$ cat src/rtl/inc_rr_arbiter_pkg.sv
// inc_rr_arbiter_pkg: default sizes, ID width derivation and one-hot helper for the round-robin incrementer arbiter
package inc_rr_arbiter_pkg;
  localparam int DATAWIDTH_DEF = 8;
  localparam int NUM_REQ_DEF = 4;
  function automatic int id_width(input int n);
    int r;
    r = 1;
    for (int i = 1; i <= 5; i++) if ((1 << i) < n) r = i + 1;
    return r;
  endfunction
  function automatic logic [15:0] onehot(input logic [3:0] idx);
    return 16'd1 << idx;
  endfunction
endpackage

$ cat src/rtl/inc_rr_arbiter_rr_pick.sv
// rr_pick: combinational round-robin pick; eff/ptr in, any/w out (rotate by ptr, lowest-set encode, rotate back)
module rr_pick
  import inc_rr_arbiter_pkg::*;
#(
  parameter int NUM_REQ = NUM_REQ_DEF,
  parameter int ID_W = id_width(NUM_REQ)
) (
  input  logic [NUM_REQ-1:0] eff,
  input  logic [ID_W-1:0]    ptr,
  output logic               any,
  output logic [ID_W-1:0]    w
);
  logic [2*NUM_REQ-1:0] dbl;
  logic [NUM_REQ-1:0] rot;
  logic [ID_W-1:0] idx;
  logic [ID_W:0] sum;
  assign any = |eff;
  always_comb begin
    dbl = {eff, eff} >> ptr;
    rot = dbl[NUM_REQ-1:0];
    idx = '0;
    for (int i = NUM_REQ - 1; i >= 0; i--) if (rot[i]) idx = ID_W'(i);
    sum = {1'b0, ptr} + {1'b0, idx};
    w = (sum >= (ID_W+1)'(NUM_REQ)) ? ID_W'(sum - (ID_W+1)'(NUM_REQ)) : sum[ID_W-1:0];
  end
endmodule

$ cat src/rtl/inc_rr_arbiter.sv
// inc_rr_arbiter: shares one external incrementer (inc_a/inc_d) among req/req_data requesters; gnt pulse, tagged rsp_* two edges later
module inc_rr_arbiter
  import inc_rr_arbiter_pkg::*;
#(
  parameter int DATAWIDTH = DATAWIDTH_DEF,
  parameter int NUM_REQ = NUM_REQ_DEF,
  parameter int ID_W = id_width(NUM_REQ)
) (
  input  logic                         Clk,
  input  logic                         Rst,
  input  logic [NUM_REQ-1:0]           req,
  input  logic [NUM_REQ*DATAWIDTH-1:0] req_data,
  output logic [NUM_REQ-1:0]           gnt,
  output logic [DATAWIDTH-1:0]         inc_a,
  input  logic [DATAWIDTH-1:0]         inc_d,
  output logic                         rsp_valid,
  output logic [ID_W-1:0]              rsp_id,
  output logic [DATAWIDTH-1:0]         rsp_data,
  output logic                         rsp_wrap
);
  logic [NUM_REQ-1:0] eff;
  logic [DATAWIDTH-1:0] op_reg;
  logic [ID_W-1:0] id_reg, ptr, w;
  logic s1_valid, any;
  logic [15:0] oh;
  assign eff = req & ~gnt;
  assign oh = onehot(4'(w));
  assign inc_a = op_reg;
  rr_pick #(.NUM_REQ(NUM_REQ), .ID_W(ID_W)) u_pick (
    .eff(eff),
    .ptr(ptr),
    .any(any),
    .w(w)
  );
  always_ff @(posedge Clk) begin
    if (Rst) begin
      gnt <= '0;
      op_reg <= '0;
      id_reg <= '0;
      s1_valid <= 1'b0;
      ptr <= '0;
      rsp_valid <= 1'b0;
      rsp_id <= '0;
      rsp_data <= '0;
      rsp_wrap <= 1'b0;
    end else begin
      gnt <= any ? oh[NUM_REQ-1:0] : '0;
      s1_valid <= any;
      if (any) begin
        op_reg <= req_data[int'(w)*DATAWIDTH +: DATAWIDTH];
        id_reg <= w;
        ptr <= (w == ID_W'(NUM_REQ - 1)) ? '0 : w + 1'b1;
      end
      rsp_valid <= s1_valid;
      if (s1_valid) begin
        rsp_id <= id_reg;
        rsp_data <= inc_d;
        rsp_wrap <= &op_reg;
      end
    end
  end
endmodule

$ cat config.mk
export PLATFORM = sky130hd
export DESIGN_NAME = inc_rr_arbiter
export DESIGN_NICKNAME = d
export VERILOG_FILES = /design/src/rtl/inc_rr_arbiter_pkg.sv /design/src/rtl/inc_rr_arbiter_rr_pick.sv /design/src/rtl/inc_rr_arbiter.sv
export SDC_FILE = /design/constraint.sdc
export NUM_CORES = 1
export LEC_CHECK = 0
export ABC_CLOCK_PERIOD_IN_PS = 3790
export CAP_MARGIN = 20
export CORE_AREA = 8 8 79 67
export DETAILED_ROUTE_END_ITERATION = 10
export DIE_AREA = 0 0 87 75
export MAX_ROUTING_LAYER = met4
export PLACE_DENSITY = 0.75
export SYNTH_ARGS = -nofsm -noshare
export SYNTH_HDL_FRONTEND = slang
export SYNTH_SLANG_ARGS = --single-unit
$ cat constraint.sdc
create_clock -name Clk -period 3.79 [get_ports Clk]
set_clock_uncertainty 0.1 [all_clocks]
set_input_delay 0.5685 -clock Clk [delete_from_list [all_inputs] [get_ports Clk]]
set_output_delay 0.5685 -clock Clk [all_outputs]
set_load 0.03 [all_outputs]
==> reports/metrics.yaml, run 1 <==
status:
  outcome: "finished clean"
synthesis:
  syn_area_mm2: 0.00160
  ys_warn_count: 0
  synth_cell_types: 37
  synthCells: 167
  synth.avg_cell_area_um2: 9.60
  ys_ff_latch: 29
  synthesis.nets: 214
  ys_seq_area_share_pct: 36.2
place:
  hpwl_mm: 3.40
  gp_congestion: 0.848
  portBuffers: 69
route:
  drc: 0
  wl_mm: 4.34
  ant_nets: 0
  vias_per_cell: 5.00
  drt_iter0_markers: 68
  vias: 1466
  drt_pass1_iterations: 4
  wl_per_cell_um: 14.8
clock_tree:
  cts_buffers: 5
  clock_latency_ns: 0.27
  root_buffer: "clkbuf_8"
  post_cts_resized: 0
  max-clock-path-buffers: 2
  hold_buffers: 0
  cts_sinks: 29
  cts_tree: "built"
  clk_pin_slew_worst_paths_ns: 0.06
  post_cts_buffers: 0
  cts-htree-levels: 2
global_routing:
  grt_pass1_wl_mm: 7.07
  grt_max_degree: 19
  overflow: 0
  first_global_vias: 1482
  antenna_found_initial: 0
  grtUsageTotal_pct: 14.0
critical_path:
  timing.rr.start: "ptr[0]$_SDFFE_PP0N_"
  critPathKind: "in2reg"
  crit_start: "req[3]"
  worstSetupEndpointType: "flop"
  critPathMaxFanout: 13
  cp.required_ns: 3.86
  worstSetupStartpointType: "input pin"
  arrival_ns: 3.29
floorplanning:
  start_util_pct: 39.9
  die_w_um: 87
  num_rows: 21
  design.core.area_mm2: 0.00402
  die-area_mm2: 0.00653
  ios: 70
  fp.dieH_um: 75
min_path:
  min_from: "id_reg[1]$_SDFFE_PP0N_"
  holdCritPathClass: "reg2reg"
timing:
  timing.slew.headroom_pct: 48.5
  fmax_ghz: 0.310
  finalMaxSlewViolations: 0
  rsz0062_at_grt: "no"
  worst_slew_pin_slew_ns: 0.769
  min_period_ns: 3.23
  hold_viol: 0
  setup_tns_ns: 0
  fin_crit_sh_pct: 85.2
  setup_viol_count_final: 0
pwr:
  powerDensity_mw_per_mm2: 725
  peakVddDrop_mv: 0.394
  p_leak_nw: 0.957
layout:
  syn_to_final_growth_pct: 52.1
  utilization_pct: 60.7
  final_common_cell: "clkdlybuf4s50_1"
  drive_gt1_share_pct: 10.6
  nets: 282
  antenna_cells: 0
  final_cell_mix: "clkdlybuf4s50_1, dfxtp_1, mux2i_1, nor2_1, nand2_1"
flow_run:
  maxCapViolCount: 0
[stage by stage]
step	worst slack, ns	area, um2	hold slack (ns)	cells	power [W]
after floorplan	0.669	1600	0.325	167	0.00119
after global placement	0.356	2320	0.344	285	0.00145
after detailed placement	0.336	2320	0.358	285	0.00145
after CTS	0.584	2440	0.374	293	0.00178
after global routing	0.367	2440	0.418	293	0.00188
final	0.562	2440	0.365	293	0.00177
[worst max-delay path, stage by stage]
cell             delay, ns
clkdlybuf4s50_1       0.45
nor2b_1               0.43
mux2_2                0.27
o21ai_0               0.07
a21oi_1               0.14
a31o_2                0.12
ha_1                  0.40
o2111ai_4             0.27
o31a_4                0.26
o311ai_1              0.32
[cell usage after synthesis]
| master | number | share of area [%] |
|---|---|---|
| nor2_4 | 1 | 0.70 |
| nor3_1 | 3 | 0.94 |
| ha_1 | 1 | 0.78 |
| nand3b_1 | 1 | 0.47 |
| inv_1 | 5 | 1.2 |
| dfxtp_1 | 29 | 36 |
| o2111ai_4 | 1 | 1.6 |
| o31a_4 | 1 | 1.1 |
| buf_2 | 3 | 0.94 |
| and3_4 | 1 | 0.70 |
| nand4_1 | 3 | 1.2 |
| a21oi_1 | 3 | 0.94 |
| and3_1 | 1 | 0.39 |
| o211ai_1 | 4 | 1.9 |
| o41ai_4 | 1 | 1.7 |
| nor2b_1 | 4 | 1.6 |
| o311ai_1 | 3 | 1.6 |
| clkbuf_2 | 1 | 0.31 |
| mux2i_1 | 24 | 15 |
| o31ai_1 | 1 | 0.47 |
| or3b_4 | 1 | 0.70 |
| nand2_1 | 18 | 4.2 |
| nor3b_4 | 1 | 1.2 |
| nand3_1 | 1 | 0.31 |
| or4_1 | 1 | 0.47 |
| mux2_2 | 4 | 2.8 |
| or3_1 | 1 | 0.39 |
| o21ai_0 | 3 | 0.94 |
| and3b_4 | 1 | 0.78 |
| nor2_1 | 24 | 5.6 |
| a21oi_4 | 1 | 1.0 |
| a31o_2 | 1 | 0.55 |
| buf_6 | 2 | 1.4 |
| clkbuf_1 | 4 | 0.94 |
| nand2b_1 | 2 | 0.78 |
| o311ai_0 | 9 | 4.9 |
| o311ai_4 | 2 | 3.3 |
[path summary, 6_finish.rpt]
check        slack, ns  cells after the start                     end
max reg2reg       0.97                     10   inc_a[6]$_SDFFE_PP0N_
min               0.36                      2  id_reg[1]$_SDFFE_PP0N_
min reg2reg       0.36                      2  id_reg[1]$_SDFFE_PP0N_
max               0.56                     10   inc_a[3]$_SDFFE_PP0N_
[layout make-up]
class | instances | area [um2]
clock buffers | 7 | 86.3
multi-input cells | 123 | 946
well taps | 57 | 71.3
repair buffers | 71 | 706
clock inverters | 1 | 30.0
flip-flops and latches | 29 | 581
fillers | 352 | 1580
inverters | 5 | 18.8
[layer usage]
| layer | wire length, um | vias up | track usage [%] |
|---|---|---|---|
| met3 | 438 | 2 | 6.00 |
| met4 | 12 | 0 | 2.29 |
| met1 | 2090 | 651 | 17.4 |
| met5 | 0 | - | - |
| met2 | 1800 | 68 | 21.0 |
| li1 | - | 745 | - |
[kinds of logic after synthesis]
group / share of synthesized area (%)
AOI/OAI and AO/OA: 20.1
adders and majority gates: 0.781
buffers and inverters: 4.76
DFF: 36.2
muxes: 17.8
and+or+nand+nor: 20.4
[power by group]
part           internal, W  switching, W
Clock             0.000214      0.000111
Combinational     0.000449      0.000530
Sequential        0.000386     0.0000777
Total              0.00105      0.000719
No activity file was read; power rests on OpenSTA's default activity.
==> inputs of run 2 (changes only) <==
--- a/config.mk
+++ b/config.mk
@@ -7,9 +7,9 @@
 export LEC_CHECK = 0
 export ABC_CLOCK_PERIOD_IN_PS = 3790
 export CAP_MARGIN = 20
-export CORE_AREA = 8 8 79 67
+export CORE_AREA = 10 10 81 69
 export DETAILED_ROUTE_END_ITERATION = 10
-export DIE_AREA = 0 0 87 75
+export DIE_AREA = 0 0 91 79
 export MAX_ROUTING_LAYER = met4
 export PLACE_DENSITY = 0.75
 export SYNTH_ARGS = -nofsm -noshare
==> reports/metrics.yaml, run 2 (synthesized netlist as in run 1, its figures left out) <==
status:
  outcome: "finished clean"
clock_tree:
  cts_buffers: 5  # unchanged
  cts_tree: "built"
  root_buffer: "clkbuf_8"
  max-clock-path-buffers: 2  # unchanged
  hold_buffers: 0  # unchanged
  post_cts_buffers: 0  # unchanged
  cts-htree-levels: 2  # unchanged
  clock_latency_ns: 0.28  # about the same
  post_cts_resized: 0  # unchanged
  cts_sinks: 29  # unchanged
  clk_pin_slew_worst_paths_ns: 0.06  # about the same
min_path:
  holdCritPathClass: "reg2reg"
  min_from: "id_reg[1]$_SDFFE_PP0N_"
critical_path:
  crit_start: "req[3]"
  critPathKind: "in2reg"
  worstSetupStartpointType: "input pin"
  critPathMaxFanout: 7  # -6
  arrival_ns: 3.24  # -0.05 ns
  critPathMostFrequentCell: "a21oi_1"
  path_delay_family: "compound AO/OA/AOI/OAI gates"
  slowest_delay_ns: 0.45  # about the same
  worstSetupEndpointType: "flop"
  crit_buf_inv: 2  # +1
  timing.rr.start: "ptr[0]$_SDFFE_PP0N_"
  critPathSlowestCell: "clkdlybuf4s50_1"
  path_cells: "clkdlybuf4s50_1 -> nor2b_1 -> a21oi_1 -> o21ai_0 -> a21oi_1 -> a31o_2 -> ha_1 -> buf_4 -> mux2i_1 -> nor2_1 -> o311ai_0 -> o311ai_1"
  cp.required_ns: 3.83  # -0.03 ns
place:
  hpwl_mm: 3.57  # +4.8%
  dp_cells: 286  # +0.35%
  gp_congestion: 0.784  # -7.6%
  portBuffers: 69  # unchanged
timing:
  finalHoldWorstSlack_ns: 0.377  # +0.0123 ns
  fmax_ghz: 0.312  # +0.70%
  rsz0062_at_grt: "no"
  setup_tns_ns: 0  # unchanged
  min_period_ns: 3.21  # -0.0226 ns
  finalMaxSlewViolations: 0  # unchanged
  fin_crit_sh_pct: 84.6  # -0.60 points
  timing.slew.headroom_pct: 50.6  # +2.1 points
  setup_viol_count_final: 0  # unchanged
  worst_slew_pin_slew_ns: 0.738  # -0.0312 ns
  hold_viol: 0  # unchanged
layout:
  final_cell_mix: "clkdlybuf4s50_1, dfxtp_1, mux2i_1, nor2_1, nand2_1"
  multi_input_area_um2: 946  # unchanged
  syn_to_final_growth_pct: 51.7
  fill_cells: 371  # +5.4%
  drive_gt1_share_pct: 11.4  # +0.80 points
  final_common_cell: "clkdlybuf4s50_1"
  antenna_cells: 0  # unchanged
  seq_area_um2: 581  # unchanged
  final_cells: 294  # +0.34%
  nets: 283  # +0.35%
global_routing:
  grtUsageTotal_pct: 12.8  # -1.2 points
  first_global_vias: 1556  # +5.0%
  overflow: 0  # unchanged
  grt_pass1_wl_mm: 7.47  # +5.8%
  antenna_found_initial: 0  # unchanged
  grt_max_degree: 16  # -3
pwr:
  p_int_w: 0.00102  # -2.8%
  powerDensity_mw_per_mm2: 718  # -0.97%
  peakVddDrop_mv: 0.359  # -8.8%
  pwr-share-clk_pct: 16.1  # -2.3 points
  combPwrFrac_pct: 57.4  # +2.0 points
  switching_share_pct: 41.6  # +0.92 points
  p_leak_nw: 0.958  # about the same
  p_switching_w: 0.000726  # +0.95%
  power_frac_seq_pct: 26.5  # +0.3 points
floorplanning:
  ios: 70  # unchanged
  num_rows: 21  # unchanged
  fp.dieH_um: 79  # +5.3%
  design.core.area_mm2: 0.00405  # +0.65%
  die-area_mm2: 0.00719  # +10%
  die_w_um: 91  # +4.6%
  start_util_pct: 39.6  # -0.26 points
route:
  routed.top_layer: "met4"
  ant_nets: 0  # unchanged
  drt_iter0_markers: 42  # -38%
  wl_met3_um: 261  # -40%
  drc: 0  # unchanged
  vias: 1468  # +0.14%
  wl_mm: 4.47  # +3.0%
  vias_per_cell: 4.99  # -0.20%
  wl_per_cell_um: 15.2  # +2.6%
  drt_pass1_iterations: 4  # unchanged
  met2WireLength_mm: 1.92  # +6.8%
  wl_met1_mm: 2.23  # +6.7%
flow_run:
  maxCapViolCount: 0  # unchanged
run 2: cell types whose count changed in the layout (fill, tap and decap cells not counted), sizes merged:
cell,previous run,this run
buf,2,3
bufinv,1,0
clkinv,0,1
run 2: through the flow:
stage | cell area (um2) | setup slack (ns) | power (W) | util, %
6_report | 2430 | 0.585 | 0.00175 | 60.1
5_1_grt | 2430 | 0.284 | 0.00187 | 60.1
4_1_cts | 2430 | 0.564 | 0.00176 | 60.1
3_5_place_dp | 2330 | 0.267 | 0.00148 | 57.6
3_3_place_gp | 2330 | 0.385 | 0.00147 | 57.6
2_1_floorplan | 1600 | 0.669 | 0.00119 | -
run 2: cell type report:
cell class	instances	share of cell area, %
well taps	57	2.93
flip-flops and latches	29	23.9
repair buffers	72	29.3
inverters	5	0.772
multi-input cells	123	38.9
clock buffers	7	3.96
clock inverters	1	0.206
run 2: routing by layer:
metal	global-route usage [%]	up-vias
li1	-	747
met5	-	-
met2	19.1	66
met3	3.57	7
met1	16.2	648
met4	4.53	0
run 2: worst reg2reg max path: stages, from the launching register on:
cell and delay (ns):
dfxtp_1 0.57, mux2_2 0.40, o21ai_0 0.16, a21oi_1 0.08, a31o_2 0.22, ha_1 0.45, buf_4 0.24, mux2i_1 0.21
nor2_1 0.05, o311ai_0 0.11, o311ai_1 0.15
run 2: final timing paths:
kind / cells past startpoint / to / slack, ns
worst min-delay path: 2 / id_reg[1]$_SDFFE_PP0N_ / 0.38
worst max-delay path: 12 / inc_a[0]$_SDFFE_PP0N_ / 0.58
worst max register to register: 10 / inc_a[0]$_SDFFE_PP0N_ / 0.91
worst min register to register: 2 / id_reg[1]$_SDFFE_PP0N_ / 0.38
run 2: power groups by stage:
stage                     Clock [W]  Combinational [W]  Sequential, W
after floorplan                   0           0.000641       0.000554
after global placement            0           0.000999       0.000466
after global routing       0.000299            0.00109       0.000475
after detailed placement          0            0.00101       0.000468
after CTS                  0.000285            0.00101       0.000462
final                      0.000280            0.00100       0.000463
==> inputs of run 3 (changes only) <==
--- a/config.mk
+++ b/config.mk
@@ -5,7 +5,7 @@
 export SDC_FILE = /design/constraint.sdc
 export NUM_CORES = 1
 export LEC_CHECK = 0
-export ABC_CLOCK_PERIOD_IN_PS = 3790
+export ABC_CLOCK_PERIOD_IN_PS = 3100
 export CAP_MARGIN = 20
 export CORE_AREA = 10 10 81 69
 export DETAILED_ROUTE_END_ITERATION = 10
==> constraint.sdc (replaced) <==
create_clock -name Clk -period 3.1 [get_ports Clk]
set_clock_uncertainty 0.1 [all_clocks]
set_input_delay 0.465 -clock Clk [delete_from_list [all_inputs] [get_ports Clk]]
set_output_delay 0.465 -clock Clk [all_outputs]
set_load 0.03 [all_outputs]
==> reports/metrics.yaml, run 3 (synthesized netlist as in run 1, its figures left out) <==
place:
  portBuffers: 69  # unchanged
  gp_congestion: 0.789  # +0.63%
  dp_slack_ns: -0.0897  # -0.356 ns
  hpwl_mm: 3.75  # +5.1%
  placed_cell_area_mm2: 0.00245  # +5.4%
layout:
  nets: 298  # +5.3%
  final_common_cell: "clkdlybuf4s50_1"
  syn_to_final_growth_pct: 60.4
  fill_cells: 360  # -3.0%
  final_cell_mix: "clkdlybuf4s50_1, dfxtp_1, mux2i_1, nor2_1, nand2_1"
  final_cell_area_mm2: 0.00257  # +5.8%
  drive_gt1_share_pct: 16.3  # +4.9 points
  antenna_cells: 0  # unchanged
floorplanning:
  start_util_pct: 39.6  # unchanged
  die_w_um: 91  # unchanged
  num_rows: 21  # unchanged
  die-area_mm2: 0.00719  # unchanged
  ios: 70  # unchanged
  fp.dieH_um: 79  # unchanged
  design.core.area_mm2: 0.00405  # unchanged
clock_tree:
  max-clock-path-buffers: 2  # unchanged
  cts_buffers: 5  # unchanged
  cts_tree: "built"
  post_cts_resized: 0  # unchanged
  hold_buffers: 0  # unchanged
  clock_latency_ns: 0.28  # about the same
  cts-htree-levels: 2  # unchanged
  clk_pin_slew_worst_paths_ns: 0.06  # about the same
  post_cts_buffers: 0  # unchanged
  root_buffer: "clkbuf_8"
  cts_sinks: 29  # unchanged
route:
  vias: 1540  # +4.9%
  vias_per_cell: 4.98  # -0.19%
  ant_nets: 0  # unchanged
  drt_iter0_markers: 51  # +21%
  wl_per_cell_um: 15.1  # -0.47%
  wl_mm: 4.67  # +4.6%
  drc: 0  # unchanged
  drt_pass1_iterations: 4  # unchanged
critical_path:
  arrival_ns: 2.99  # -0.25 ns
  cp.required_ns: 3.14  # -0.69 ns
  r2r_slack_ns: 0.39  # -0.52 ns
  reg2reg_depth: 11  # +1
  timing.rr.start: "ptr[0]$_SDFFE_PP0N_"
  critPathKind: "in2reg"
  worstSetupStartpointType: "input pin"
  worstSetupEndpointType: "flop"
  crit_start: "req[0]"
  critPathMaxFanout: 5  # -2
  reg2reg_to: "inc_a[7]$_SDFFE_PP0N_"
timing:
  finalMaxSlewViolations: 0  # unchanged
  fmax_ghz: 0.339
  min_period_ns: 2.95
  finalHoldWorstSlack_ns: 0.364  # -0.0134 ns
  worst_slew_pin_slew_ns: 0.601  # -0.137 ns
  worst_slack_ns: 0.149  # -0.436 ns
  rsz0062_at_grt: "no"
  hold_viol: 0  # unchanged
  setup_viol_count_final: 0  # unchanged
  timing.slew.headroom_pct: 59.9  # +9.2 points
  fin_crit_sh_pct: 95.2
min_path:
  hold_depth: 2  # unchanged
  holdCritPathClass: "reg2reg"
  min_to: "id_reg[1]$_SDFFE_PP0N_"
  min_from: "id_reg[1]$_SDFFE_PP0N_"
global_routing:
  overflow: 0  # unchanged
  grt_max_degree: 16  # unchanged
  grtUsageTotal_pct: 13.2  # +0.45 points
  grt_pass1_wl_mm: 7.68  # +2.8%
  first_global_vias: 1642  # +5.5%
  antenna_found_initial: 0  # unchanged
pwr:
  p_leak_nw: 1.04  # +8.3%
  peakVddDrop_mv: 0.444  # +24%
  powerDensity_mw_per_mm2: 916  # +28%
status:
  outcome: "finished clean"
flow_run:
  maxCapViolCount: 0  # unchanged
## run 3: worst max-delay path by stage
| stage | cells after the start | end | slack [ns] |
|---|---|---|---|
| global placement | 12 | inc_a[7]$_SDFFE_PP0N_ | -0.02 |
| floorplan | 13 | inc_a[1]$_SDFFE_PP0N_ | 0.08 |
| detailed placement | 12 | inc_a[7]$_SDFFE_PP0N_ | -0.09 |
| CTS | 12 | inc_a[7]$_SDFFE_PP0N_ | 0.19 |
| global route | 12 | inc_a[7]$_SDFFE_PP0N_ | 0.01 |
| finish | 12 | inc_a[7]$_SDFFE_PP0N_ | 0.15 |
## run 3: power breakdown
| group | internal, W | switching [W] |
|---|---|---|
| logic | 0.000697 | 0.000699 |
| clock network | 0.000262 | 0.000137 |
| registers | 0.000472 | 0.0000872 |
| total | 0.00143 | 0.000923 |
## run 3: critical path, cell delays in order
cell and delay, ns:
clkdlybuf4s50_1 0.43, nor2b_1 0.15, mux2_2 0.28, o21ai_0 0.16
a21oi_1 0.09, a31o_2 0.22, ha_1 0.44, buf_4 0.17
mux2i_1 0.26, nor2_1 0.06, o311ai_0 0.11, o311ai_1 0.17
## run 3: layout make-up
cell class,instances,area [um2],share of cell area (%)
multi-input combinational,123,946,36.8
timing repair buffer,87,838,32.6
sequential,29,581,22.6
clock buffer,7,86.3,3.36
tap,57,71.3,2.77
clock inverter,1,30.0,1.17
inverter,5,18.8,0.730
## run 3: through the flow
stage / util, % / TNS, ns / std cells / power [W]
3_3_place_gp: 60.7 / -0.0237 / 301 / 0.00195
5_1_grt: 63.5 / 0 / 309 / 0.00250
4_1_cts: 63.5 / 0 / 309 / 0.00237
3_5_place_dp: 60.7 / -0.104 / 301 / 0.00196
2_1_floorplan: - / 0 / 167 / 0.00146
6_report: 63.5 / 0 / 309 / 0.00235
## run 3: metal layers
| layer | share of wire, % | up-vias | global-route usage (%) | routed length (um) |
|---|---|---|---|---|
| li1 | - | 775 | - | - |
| met1 | 51 | 680 | 16.9 | 2360 |
| met2 | 41 | 73 | 18.5 | 1910 |
| met3 | 6.4 | 12 | 4.70 | 298 |
| met4 | 2.2 | 0 | 5.31 | 102 |
| met5 | 0 | - | - | 0 |
